### src/rtl/prod_accum_pkg.sv
// prod_accum_pkg: shared types and default sizing for the product accumulator.
//   state_e : FSM encoding {IDLE, ACC, HOLD}
//   PW_DEF / AW_DEF / LW_DEF : default product, accumulator and run-length widths
package prod_accum_pkg;
  typedef enum logic [1:0] {
    IDLE = 2'd0,
    ACC  = 2'd1,
    HOLD = 2'd2
  } state_e;

  localparam int PW_DEF = 8;
  localparam int AW_DEF = 12;
  localparam int LW_DEF = 4;
endpackage

### src/rtl/prod_accum_add.sv
// prod_accum_add: AW+1-bit accumulate step with carry detect.
//   i_acc   [AW-1:0] current accumulator
//   i_p     [PW-1:0] product to add (zero-extended)
//   o_sum   [AW-1:0] next accumulator value
//   o_carry          carry-out of the AW-bit add
// Build option: PROD_ACCUM_SAT_EN clamps o_sum to all ones on carry;
// otherwise o_sum wraps modulo 2^AW.
module prod_accum_add #(
  parameter int PW = 8,
  parameter int AW = 12
) (
  input  logic [AW-1:0] i_acc,
  input  logic [PW-1:0] i_p,
  output logic [AW-1:0] o_sum,
  output logic          o_carry
);
  logic [AW:0] w_full;

  assign w_full  = {1'b0, i_acc} + (AW+1)'(i_p);
  assign o_carry = w_full[AW];

`ifdef PROD_ACCUM_SAT_EN
  // Once saturated the accumulator is all ones, so any later non-zero
  // product carries again and keeps it pinned for the rest of the run.
  assign o_sum = o_carry ? {AW{1'b1}} : w_full[AW-1:0];
`else
  assign o_sum = w_full[AW-1:0];
`endif
endmodule

### src/rtl/prod_accum.sv
// prod_accum: sums a run of `len` multiplier products and presents the total
// on a valid/ready port.
//   clk, rst_n        clock, synchronous active-low reset
//   clr               synchronous abort of the current run
//   len [LW-1:0]      products per run, captured on the first product (0 -> 1)
//   p, p_valid/p_ready product input handshake
//   sum, sum_valid/sum_ready result output handshake
//   ovf               sticky carry-out flag for the run, valid with sum
// Build option: PROD_ACCUM_SAT_EN selects saturating accumulation.
module prod_accum
  import prod_accum_pkg::*;
#(
  parameter int PW = PW_DEF,
  parameter int AW = AW_DEF,
  parameter int LW = LW_DEF
) (
  input  logic          clk,
  input  logic          rst_n,
  input  logic          clr,
  input  logic [LW-1:0] len,
  input  logic [PW-1:0] p,
  input  logic          p_valid,
  output logic          p_ready,
  output logic [AW-1:0] sum,
  output logic          sum_valid,
  input  logic          sum_ready,
  output logic          ovf
);
  state_e        r_state;
  logic [AW-1:0] r_acc;
  logic [LW-1:0] r_cnt;
  logic [LW-1:0] r_len_q;
  logic          r_ovf;
  logic          r_sum_valid;

  logic          w_accept;
  logic [LW-1:0] w_cnt_nxt;
  logic [LW-1:0] w_len_eff;
  logic [AW-1:0] w_add_sum;
  logic          w_add_carry;

  // clr masks acceptance combinationally so a product in the abort cycle is dropped
  assign p_ready   = (r_state != HOLD) & ~clr;
  assign w_accept  = p_valid & p_ready;
  assign w_cnt_nxt = r_cnt + 1'b1;
  assign w_len_eff = (len == '0) ? LW'(1) : len;

  prod_accum_add #(.PW(PW), .AW(AW)) u_add (
    .i_acc   (r_acc),
    .i_p     (p),
    .o_sum   (w_add_sum),
    .o_carry (w_add_carry)
  );

  always_ff @(posedge clk) begin
    if (!rst_n) begin
      r_state     <= IDLE;
      r_acc       <= '0;
      r_cnt       <= '0;
      r_len_q     <= '0;
      r_ovf       <= 1'b0;
      r_sum_valid <= 1'b0;
    end else if (clr) begin
      r_state     <= IDLE;
      r_acc       <= '0;
      r_cnt       <= '0;
      r_ovf       <= 1'b0;
      r_sum_valid <= 1'b0;
    end else begin
      case (r_state)
        IDLE: if (w_accept) begin
          r_acc   <= AW'(p);
          r_cnt   <= LW'(1);
          r_len_q <= w_len_eff;
          r_ovf   <= 1'b0;
          if (w_len_eff == LW'(1)) begin
            r_state     <= HOLD;
            r_sum_valid <= 1'b1;
          end else begin
            r_state <= ACC;
          end
        end
        ACC: if (w_accept) begin
          r_acc <= w_add_sum;
          r_ovf <= r_ovf | w_add_carry;
          r_cnt <= w_cnt_nxt;
          if (w_cnt_nxt == r_len_q) begin
            r_state     <= HOLD;
            r_sum_valid <= 1'b1;
          end
        end
        // acc/ovf are frozen here, so sum stays stable under backpressure
        HOLD: if (sum_ready) begin
          r_state     <= IDLE;
          r_sum_valid <= 1'b0;
        end
        default: r_state <= IDLE;
      endcase
    end
  end

  assign sum       = r_acc;
  assign sum_valid = r_sum_valid;
  assign ovf       = r_ovf;
endmodule

### config.mk
export PLATFORM = sky130hd
export DESIGN_NAME = prod_accum
export DESIGN_NICKNAME = d
export VERILOG_FILES = /design/src/rtl/prod_accum_pkg.sv /design/src/rtl/prod_accum_add.sv /design/src/rtl/prod_accum.sv
export SDC_FILE = /design/constraint.sdc
export NUM_CORES = 1
export LEC_CHECK = 0
export BUFFER_PORTS_ARGS = -buffer_cell sky130_fd_sc_hd__buf_2
export CORE_ASPECT_RATIO = 1.25
export CORE_MARGIN = 5
export CORE_UTILIZATION = 54
export CTS_CLUSTER_DIAMETER = 60
export CTS_CLUSTER_SIZE = 10
export DETAILED_ROUTE_END_ITERATION = 7
export PLACE_DENSITY = 0.79
export SYNTH_ARGS = -nofsm -noshare
export SYNTH_HDL_FRONTEND = slang
export SYNTH_SLANG_ARGS = --single-unit
### constraint.sdc
create_clock -name clk -period 2 [get_ports clk]
set_input_delay 0.3 -clock clk [delete_from_list [all_inputs] [get_ports clk]]
set_output_delay 0.3 -clock clk [all_outputs]
set_load 0.05 [all_outputs]
==> metrics.csv <==
metric,value,unit
synthArstFlopShare,0,%
drt_iter0_drc,66,
synthXorXnorAreaFrac,5.081,%
cts_made_buffers,3,
gp_congestion,0.8456,
slew_viol_final,0,
syn2layout_area_growth,15.73,%
ys_warn_count,0,
n_antenna_cell,0,
synth-simple-area-share,23.63,%
min_path_type,in2reg,
overflow,0,
drc,0,
drv_cap,0,
synthAdderAreaFrac,8.548,%
rows,21,
irDropWorstVdd,0.0005192,V
first_pass_iters,5,
cts.path.max_buffers,2,
outcome,"finished, final reports clean",
numPortBuffers,31,
min_period,1.840,ns
dpl.hpwl,2.712,mm
dieArea,0.004052,mm²
ys_ff_latch,24,
synth_edf_count,0,
clk_pin_slew,0.14,ns
synth_cell_types,46,
relSlewSlack,65.09,%
cts_tree,built,
synth_top_family_by_area,compound AO/OA/AOI/OAI gates,
layout.cells.most_common_list,"buf_2, nor2_1, dfxtp_1",
synth_compound_area_share,23.79,%
syn_inst,189,
start_kind,flip-flop,
antenna_found_initial,0,
final_util,65.71,%
clkLatencyLatePin,0.32,ns
drive_above_1_share,22.17,%
max_freq,0.5434,GHz
synthMuxAreaShare,3.871,%
post_cts_resize_count,0,
r2r_slack,0.16,ns
dieHeight,69.93,µm
start_util,56.78,%
postRouteAntennaNets,0,
die_w,57.94,µm
clock_sinks,24,
p_leak,0.7782,nW
path_max_fanout,5,
wl_per_cell,14.09,µm
setup_tns,0,ns
syn_area,0.001551,mm²
hold_violations,0,
post_cts_buffers,0,
cts-hold-fix-buffers,0,
ios,32,
syn_area_per_cell,8.209,µm²
tightest_slew,0.5189,ns
fin_crit_sh,92.01,%
power.density,591.2,mW/mm²
grt_pass1_vias,1421,
syn_nets,216,
design.core.area,0.002733,mm²
final_common_cell,buf_2,
worst_ep_required_time,2.23,ns
synth_sequential_area_ratio,30.97,%
grt_max_degree,24,
synth.largest_area_cell,dfxtp_1,
end_kind,flip-flop,
grt.total_usage,18.40,%
finalNetCount,249,
via_per_inst,5.922,
dr_total_vias,1510,
routed_wl,3.592,mm
rr_startpoint,sum[0],
worstSetupPathType,reg2reg,
synth_top_area_share,30.97,%
clockRootBuffer,clkbuf_4,
crit_arrival,2.07,ns
min-delay-start,len[0],
synth.top_cells.by_area,"dfxtp_1, ha_1, nor2_1, a21oi_1, xnor2_1",
setup_viol,0,
ys.flop_type,dfxtp_1,
fin_skew,0.004590,ns
crit_path_start,sum[0],
grt_first_pass_wirelength,6.078,mm
rsz0062_at_grt,no,
ctsHtreeMaxLevel,1,
-- cell families after synthesis --
family	after synthesis
and+or+nand+nor	72
AOI/OAI and AO/OA	54
DFF	24
buffers and inverters	14
adders and majority gates	10
xor gates and xnor gates	9
muxes	6
-- cell type report --
| type | count | area [µm²] |
|---|---|---|
| clock buffer | 3 | 22.52 |
| clock inverter | 1 | 30.03 |
| fill | 241 | 937.1 |
| inverter | 8 | 30.03 |
| multi-input combinational | 151 | 1010 |
| sequential | 24 | 483.0 |
| tap | 34 | 42.54 |
| timing repair buffer | 34 | 177.7 |
-- state kept, by name, indices dropped and copies added (netlist names) --
register / flops
sum_valid: 1
r_state: 2
r_len_q: 4
ovf: 1
r_cnt: 4
sum: 12
-- cell usage after synthesis, types with 2 or more instances --
cell type	n
o41ai_1	2
nand3_1	5
ha_1	9
mux2i_1	6
or2_2	2
nor4_1	2
a211o_1	2
xnor2_1	7
nand2_1	14
a31oi_1	2
o21ai_0	10
nor3b_1	2
a21oi_1	13
nand2b_1	4
a21o_1	3
inv_1	7
dfxtp_1	24
nand4_1	2
xor2_1	2
a211oi_1	6
clkbuf_1	2
nor2b_1	3
o2111ai_1	2
nor2_1	24
buf_2	3
nor3_1	4
a21boi_0	4
or3_1	4
o21a_1	2
-- worst max-delay path: stages, from the launching register on --
cell and delay [ns]:
dfxtp_2 0.36, ha_1 0.16, inv_1 0.06, fa_1 0.39, nor2b_2 0.18, o31ai_2 0.13, a211oi_1 0.27, xnor2_1 0.15
nor2_1 0.05
-- per-layer routing --
layer / GRT usage (%) / share of wire (%) / vias up
met4: 8.505 / 3.6 / 0
met1: 21.96 / 43 / 702
met3: 2.026 / 4.1 / 16
met2: 32.04 / 50 / 44
li1: - / - / 748
met5: 0 / 0 / -
-- through the flow --
step                instance area (µm²)  power [mW]  hold slack, ns  instances  setup slack, ns
floorplan                          1554      0.6535          0.4205        189         0.002763
CTS                                1793       1.067          0.2151        255          0.02954
global placement                   1740      0.7014          0.4451        251          0.08259
finish                             1795       1.061          0.2206        255           0.1599
global route                       1795       1.107          0.2391        255          0.02452
detailed placement                 1740      0.7080          0.4548        251          0.01409
-- final timing paths --
| check | to | cells past startpoint |
|---|---|---|
| hold reg to reg | ovf | 2 |
| setup reg to reg | sum[10] | 8 |
| setup / recovery | sum[10] | 8 |
| hold / removal | r_len_q[0] | 3 |
-- where the power goes --
part / internal [mW] / switching [mW] / total [mW]
Sequential: 0.491 / 0.00961 / 0.500
Clock: 0.203 / 0.157 / 0.360
Combinational: 0.0766 / 0.125 / 0.202
Note: power is estimated with default switching activity, not from simulation.
